[src/rtl/cal_job_ctrl.sv]
// ============================================================================
// Module      : cal_job_ctrl
// Description : Iterative shift-add multiply job controller feeding the
//               cal_state register block (busy / sticky-done handshake).
//               Optional one-entry start queue: CAL_JOB_CTRL_START_QUEUE_EN
// Revision    : 1.0 - initial release
// ============================================================================
`default_nettype none

module cal_job_ctrl #(
    parameter int DATA_WIDTH = 16,
    parameter int CNT_W      = $clog2(DATA_WIDTH)
) (
    input  logic                    clk,
    input  logic                    rst,
    input  logic                    start,
    input  logic [DATA_WIDTH-1:0]   op_a,
    input  logic [DATA_WIDTH-1:0]   op_b,
    input  logic                    abort,
    input  logic                    busy_rd,
    output logic                    start_ack,
    output logic                    busy,
    output logic [2*DATA_WIDTH-1:0] result,
    output logic                    result_vld,
    output logic                    done_sticky
);

    localparam int               RES_W    = 2 * DATA_WIDTH;
    localparam logic [CNT_W-1:0] CNT_LAST = CNT_W'(DATA_WIDTH - 1);

    typedef enum logic [1:0] {
        ST_IDLE = 2'd0,
        ST_RUN  = 2'd1,
        ST_DONE = 2'd2
    } state_t;

    state_t                  state_q, state_d;
    logic [CNT_W-1:0]        cnt_q, cnt_d;
    logic [RES_W-1:0]        a_sh_q, a_sh_d;
    logic [DATA_WIDTH-1:0]   b_sh_q, b_sh_d;
    logic [RES_W-1:0]        acc_q, acc_d;
    logic [RES_W-1:0]        result_q, result_d;
    logic                    start_ack_q, start_ack_d;
    logic                    busy_q, busy_d;
    logic                    result_vld_q, result_vld_d;
    logic                    done_sticky_q, done_sticky_d;

`ifdef CAL_JOB_CTRL_START_QUEUE_EN
    logic                    pend_vld_q, pend_vld_d;
    logic [DATA_WIDTH-1:0]   pend_a_q, pend_a_d;
    logic [DATA_WIDTH-1:0]   pend_b_q, pend_b_d;
`endif

    always_comb begin
        state_d       = state_q;
        cnt_d         = cnt_q;
        a_sh_d        = a_sh_q;
        b_sh_d        = b_sh_q;
        acc_d         = acc_q;
        result_d      = result_q;
        start_ack_d   = 1'b0;
        result_vld_d  = 1'b0;
        done_sticky_d = done_sticky_q & ~busy_rd;
`ifdef CAL_JOB_CTRL_START_QUEUE_EN
        pend_vld_d    = pend_vld_q;
        pend_a_d      = pend_a_q;
        pend_b_d      = pend_b_q;
`endif

        case (state_q)
            ST_IDLE: begin
                if (start && !abort) begin
                    state_d     = ST_RUN;
                    a_sh_d      = {{DATA_WIDTH{1'b0}}, op_a};
                    b_sh_d      = op_b;
                    cnt_d       = '0;
                    acc_d       = '0;
                    start_ack_d = 1'b1;
                end
            end

            ST_RUN: begin
                if (abort) begin
                    state_d    = ST_IDLE;
`ifdef CAL_JOB_CTRL_START_QUEUE_EN
                    pend_vld_d = 1'b0;
`endif
                end else begin
                    if (b_sh_q[0]) begin
                        acc_d = acc_q + a_sh_q;
                    end
                    a_sh_d = a_sh_q << 1;
                    b_sh_d = b_sh_q >> 1;
                    cnt_d  = cnt_q + CNT_W'(1);
                    // Final iteration: publish the sum including this cycle's add
                    if (cnt_q == CNT_LAST) begin
                        state_d       = ST_DONE;
                        result_d      = acc_d;
                        result_vld_d  = 1'b1;
                        done_sticky_d = 1'b1;
                    end
`ifdef CAL_JOB_CTRL_START_QUEUE_EN
                    if (start && !pend_vld_q) begin
                        pend_vld_d  = 1'b1;
                        pend_a_d    = op_a;
                        pend_b_d    = op_b;
                        start_ack_d = 1'b1;
                    end
`endif
                end
            end

            ST_DONE: begin
                // Holding the set through DONE lets it win over a coincident busy_rd
                done_sticky_d = 1'b1;
                state_d       = ST_IDLE;
`ifdef CAL_JOB_CTRL_START_QUEUE_EN
                if (pend_vld_q) begin
                    state_d    = ST_RUN;
                    a_sh_d     = {{DATA_WIDTH{1'b0}}, pend_a_q};
                    b_sh_d     = pend_b_q;
                    cnt_d      = '0;
                    acc_d      = '0;
                    pend_vld_d = 1'b0;
                end
`endif
            end

            default: begin
                state_d = ST_IDLE;
            end
        endcase

        busy_d = (state_d == ST_RUN);
    end

    always_ff @(posedge clk) begin
        if (rst) begin
            state_q       <= ST_IDLE;
            cnt_q         <= '0;
            a_sh_q        <= '0;
            b_sh_q        <= '0;
            acc_q         <= '0;
            result_q      <= '0;
            start_ack_q   <= 1'b0;
            busy_q        <= 1'b0;
            result_vld_q  <= 1'b0;
            done_sticky_q <= 1'b0;
`ifdef CAL_JOB_CTRL_START_QUEUE_EN
            pend_vld_q    <= 1'b0;
            pend_a_q      <= '0;
            pend_b_q      <= '0;
`endif
        end else begin
            state_q       <= state_d;
            cnt_q         <= cnt_d;
            a_sh_q        <= a_sh_d;
            b_sh_q        <= b_sh_d;
            acc_q         <= acc_d;
            result_q      <= result_d;
            start_ack_q   <= start_ack_d;
            busy_q        <= busy_d;
            result_vld_q  <= result_vld_d;
            done_sticky_q <= done_sticky_d;
`ifdef CAL_JOB_CTRL_START_QUEUE_EN
            pend_vld_q    <= pend_vld_d;
            pend_a_q      <= pend_a_d;
            pend_b_q      <= pend_b_d;
`endif
        end
    end

    assign start_ack   = start_ack_q;
    assign busy        = busy_q;
    assign result      = result_q;
    assign result_vld  = result_vld_q;
    assign done_sticky = done_sticky_q;

endmodule

`default_nettype wire

[config.mk]
export PLATFORM = sky130hd
export DESIGN_NAME = cal_job_ctrl
export DESIGN_NICKNAME = d
export VERILOG_FILES = /design/src/rtl/cal_job_ctrl.sv
export SDC_FILE = /design/constraint.sdc
export NUM_CORES = 1
export LEC_CHECK = 0
export CORE_MARGIN = 2
export CORE_UTILIZATION = 30
export DETAILED_ROUTE_END_ITERATION = 8
export GPL_TIMING_DRIVEN = 0
export SYNTH_ARGS = -nofsm -noshare
export SYNTH_HDL_FRONTEND = slang
export SYNTH_SLANG_ARGS = --single-unit
[constraint.sdc]
create_clock -name clk -period 6.5 [get_ports clk]
set_input_delay 1.3 -clock clk [delete_from_list [all_inputs] [get_ports clk]]
set_output_delay 1.3 -clock clk [all_outputs]
set_load 0.005 [all_outputs]
; ---- After elaboration in Yosys (flattened, before gate mapping)
; Cells that the tools add are included.
[op_classes]
magnitude_cmp = 0
n_reduce_logical = 8
n_bitwise = 5
mux = 22
mul = 0
n_addsub = 2
n_eq_ne = 6
n_div = 0
n_shift = 0
[ops]
columns = op, count
row1 = 2-to-1 mux 32 bit, 5
row2 = case mux 32 bit (2 select lines), 2
row3 = adder 32 bit, 1
row4 = 2-to-1 mux 16 bit, 2
row5 = case mux 16 bit (2 select lines), 1
row6 = 2-to-1 mux 4 bit, 2
row7 = case mux 4 bit (2 select lines), 1
row8 = 2-to-1 mux 2 bit, 3
row9 = AND reduction 3 bit, 2
row10 = "adder 4 x 1 -> 4 bit, second input constant", 1
row11 = "equality test 2 x 1 -> 1 bit, second input constant", 2
row12 = "equality test 4 bit, second input constant", 1
row13 = 2-to-1 mux 1 bit, 4
row14 = "inequality test 2 bit, second input constant", 2
row15 = NOT 1 bit, 4
row16 = case mux 2 bit (2 select lines), 1
row17 = OR reduction 3 bit, 1
row18 = "equality test 2 bit, second input constant", 1
row19 = zero test 2 bit, 1
row20 = case mux 1 bit (2 select lines), 1
row21 = nonzero test 2 bit, 1
row22 = OR reduction 2 bit, 1
row23 = AND 1 bit, 1
row24 = logical AND 1 bit, 1
row25 = zero test 1 bit, 1
[word_totals]
romBits = 0
regBits = 122
latch_bits = 0
mem_count = 0
in_bits = 37
mem_bits_rw = 0

; ---- Logic depth before layout (Yosys ltp)
; Gate-level depths: netlist of the first run.
[depth]
ltp_word = 5
depth_mapped = 10
depth_no_buf = 10

; ---- Least setup slack after synthesis of the first run
; OpenSTA, ideal clock, no wires.
[synth_timing]
path_type = input to register
from = input port abort
to = register a_sh_q[1]
path_slack_ns = 3.719
n_path_buf = 2
arrival_ns = 2.696
path_stages = 7
path_cell_list = nand2b_1 a21oi_1 nand2b_1 clkbuf_1 clkbuf_1 nor2_1 a211oi_1
[synth_via]
elab_chain_cells = 4
[synth_rtl]
columns = item, line
row1 = from (decl), 19  ; input logic abort,
row2 = zero test 1 bit, 72  ; if (start && !abort) begin
row3 = logical AND 1 bit, 72
row4 = inequality test 2 bit (no line), --
row5 = AND reduction 3 bit (no line) (*), --
row6 = to (signal assigned), 157  ; a_sh_q <= a_sh_d;
row7 = to (decl), 39  ; logic [RES_W-1:0] a_sh_q, a_sh_d;
; Every way passes the cells marked *; elsewhere a longest branch is shown, timed or not.
; A chain may end at the register's enable or synchronous reset.

; ---- Worst setup path in the final report of the first run
[layout_timing]
from = input port abort
to = register acc_q[23]
[layout_via]
elab_chain_cells = 4
[layout_rtl]
columns = item, line
row1 = zero test 1 bit, 72
row2 = logical AND 1 bit, 72
row3 = inequality test 2 bit (no line), --
row4 = AND reduction 3 bit (no line) (*), --
row5 = to (signal assigned), 143  ; acc_q <= '0;
row6 = to (signal assigned), 159  ; acc_q <= acc_d;
row7 = to (decl), 41  ; logic [RES_W-1:0] acc_q, acc_d;
; Marked as above.

==> results.toml, run 1 <==
[logic_synthesis]
syn-instance-count = 790
ys_seq_elements = 122
synth_edf_count = 0
synthArstFlopShare_pct = 0
ys_types = 59
yosysSeqAreaShare_pct = 36.9
yosys_warnings = 0
synth_largest_area_cell = "dfxtp_1"
netlist_area_sq_um = 6610
syn_area_per_cell_sq_um = 8.37
synth-main-ff-cell = "dfxtp_1"
ys_top_cells_by_count = "122 x dfxtp_1, 92 x nor2_1, 80 x a21oi_1"
synth.top_cell.area_share_pct = 36.9
synth_nets = 863
synthTopCellsByArea = "dfxtp_1 37%, ha_1 6.6%, a21oi_1 6.1%"
synth.most_common_cell = "dfxtp_1"

[run]
maxCapViolations = 0

[sta]
final_hold_viol_count = 0
period_share_pct = 55.0
worst_slew_pin_slew_ns = 1.04
clock_skew_ns = 0.00778
finalSetupTns_ns = 0
slew_violations = 0
hold_slack_ns = 0.462
period_minus_slack_ns = 3.57
rsz0062_at_grt = "no"
slew_headroom_pct = 29.9
max_freq_ghz = 0.280
setup_viol = 0
layout_setup_ws_ns = 2.93

[drt]
antenna_left = 0
drtIter0Drc = 427
route.detailed.drc = 0
wl_per_cell_microns = 17.2
first_pass_iters = 7
totalWireLength_microns = 20200
routed_via_density = 5.25
vias = 6159

[critical_path]
critPathCaptureType = "register"
critPathMaxFanout = 10
startpoint = "abort"
worstReg2RegStart = "a_sh_q[0]$_SDFFE_PP0P_"
cp.arrival_ns = 3.86
worstPathCellList = "clkdlybuf4s50_1, nand2b_1, a21oi_1, and2_1, clkbuf_1, nor2_1, a22oi_1, nor2_1"
slowest_stage = "a21oi_1"
path_class = "primary input to register"
start_kind = "primary input"
crit_top_cell = "nor2_1"
max_stage_delay_ns = 0.49
cp.required_ns = 6.79

[finish]
instances_no_fill = 1173
stdcell_area_sq_um = 8360
fillers = 2248
utilization_pct = 38.4
area_delta_synth_final_pct = 26.4
antenna_cells = 0
drive_gt1_share_pct = 7.61
final_net_count = 953

[grt]
grt_max_degree = 17
antenna_found_initial = 0
grt_util_all_layers_pct = 17.5
grt_pass1_vias = 6117
grt_first_pass_wirelength_microns = 32300
overflow = 0

[outcome]
outcome = "completed"

[clocking]
cts_buffers = 17
cts_resized = 0
clk_latency_ns = 0.43
cts.clk_slew.worst_paths_ns = 0.06
post_cts_buffers = 0
root_buffer = "clkbuf_16"
clk_path_buf_depth = 2
clock_sinks = 122
h-tree-depth = 4
cts_hold_buffers = 0
cts_tree = "yes"

[pwr]
p_leak_nw = 3.16
ir_drop_v = 0.000165
p_per_area_nw_per_um2 = 245
total_power_mw = 2.05

[placed_design]
place.gp.congestion = 0.915
place_inst = 1141
place_ws_ns = 2.54
dp_hpwl_microns = 14800
place_area_sq_um = 7670
port_buffers = 71

[worst_hold_path]
min_from = "result[15]$_SDFFE_PP0P_"
holdCritPathClass = "register to register"

[die]
core-area_sq_um = 21800
die_x_microns = 152
io_pins = 73
fp.dieH_microns = 152
rows = 54
initial_core_util_pct = 30.4
die_area_sq_um = 23300
-- routing by layer --
layer,vias to the layer above,GRT usage [%],wire length (microns)
li1,3031,-,-
met1,2928,23.1,9470
met2,164,28.3,9140
met3,36,3.64,1050
met4,0,6.97,541
met5,-,0,0
-- kinds of logic after synthesis --
logic type | share of synthesized area, %
AND/OR/NAND/NOR | 17.4
AO/OA/AOI/OAI | 23.4
flip-flops | 36.9
buffers and inverters | 4.65
multiplexers | 6.85
adder cells (fa/ha/maj) | 6.92
XOR/XNOR | 3.84
-- worst max-delay path: cells and delay by family --
kind / cells / cell delay [ns]
simple gates: 4 / 0.88
buf+inv: 2 / 0.90
compound gates: 2 / 0.76
-- state kept, by name, summed over array words and instances (netlist names), 2 cells and up --
| name | cells |
|---|---|
| acc_q | 32 |
| result | 32 |
| b_sh_q | 16 |
| state_q | 2 |
| cnt_q | 4 |
| a_sh_q | 32 |
-- cell usage in the layout (no fill, tap or decap), types with 5 or more instances in the layout --
| cell type | synthesis | final |
|---|---|---|
| clkbuf_16 | 0 | 17 |
| nand2_1 | 74 | 74 |
| clkdlybuf4s50_1 | 0 | 71 |
| nand4_1 | 5 | 5 |
| xor2_1 | 11 | 11 |
| nand2b_1 | 5 | 5 |
| nand3_1 | 29 | 29 |
| o21ai_0 | 35 | 35 |
| inv_1 | 11 | 11 |
| nor3_1 | 16 | 16 |
| o31ai_1 | 7 | 7 |
| a21o_1 | 13 | 13 |
| nor2b_1 | 8 | 8 |
| bufinv_16 | 0 | 6 |
| clkbuf_1 | 42 | 42 |
| nand3b_1 | 6 | 6 |
| dfxtp_1 | 122 | 122 |
| a21oi_1 | 80 | 80 |
| a31oi_1 | 8 | 8 |
| a22oi_1 | 24 | 24 |
| a211oi_1 | 35 | 35 |
| mux2_2 | 10 | 10 |
| nor2_1 | 92 | 92 |
| ha_1 | 35 | 35 |
| mux2i_1 | 34 | 34 |
| and2_1 | 5 | 5 |
| xnor2_1 | 18 | 18 |
-- cell type report --
type	count	area, sq um	area share [%]
Tap cell	280	350	4.19
Sequential cell	122	2440	29.2
Clock inverter	14	244	2.92
Inverter	11	41.3	0.494
Multi-Input combinational cell	603	3860	46.2
Buffer	54	267	3.19
Clock buffer	18	439	5.25
Timing Repair Buffer	71	711	8.50
-- final timing paths --
kind | endpoint | cells after the start | slack (ns)
min | result[15]$_SDFFE_PP0P_ | 2 | 0.46
min reg2reg | result[15]$_SDFFE_PP0P_ | 2 | 0.46
max | acc_q[23]$_SDFFE_PP0P_ | 8 | 2.93
max reg2reg | result[24]$_SDFFE_PP0P_ | 10 | 3.51
-- power by group --
| part | total, mW | internal (mW) | switching, mW |
|---|---|---|---|
| logic | 0.165 | 0.0661 | 0.0988 |
| clock network | 1.10 | 0.731 | 0.370 |
| registers | 0.780 | 0.766 | 0.0139 |
(Power assumes the default switching activity.)
==> run 2, diff against run 1 <==
==> constraint.sdc (replaced) <==
create_clock -name clk -period 3.74 [get_ports clk]
set_input_delay 0.748 -clock clk [delete_from_list [all_inputs] [get_ports clk]]
set_output_delay 0.748 -clock clk [all_outputs]
set_load 0.005 [all_outputs]
==> results of run 2 <==
The final DEF is identical to that of run 1. Status: completed.
Among the figures that moved: setup slack after placement 2.54 ns -> 0.327 ns; setup slack after layout 2.93 ns -> 0.718 ns; register-to-register setup slack 3.51 ns -> 0.75 ns; total power 2.05 mW -> 3.56 mW; worst IR drop on VDD 0.000165 V -> 0.000286 V
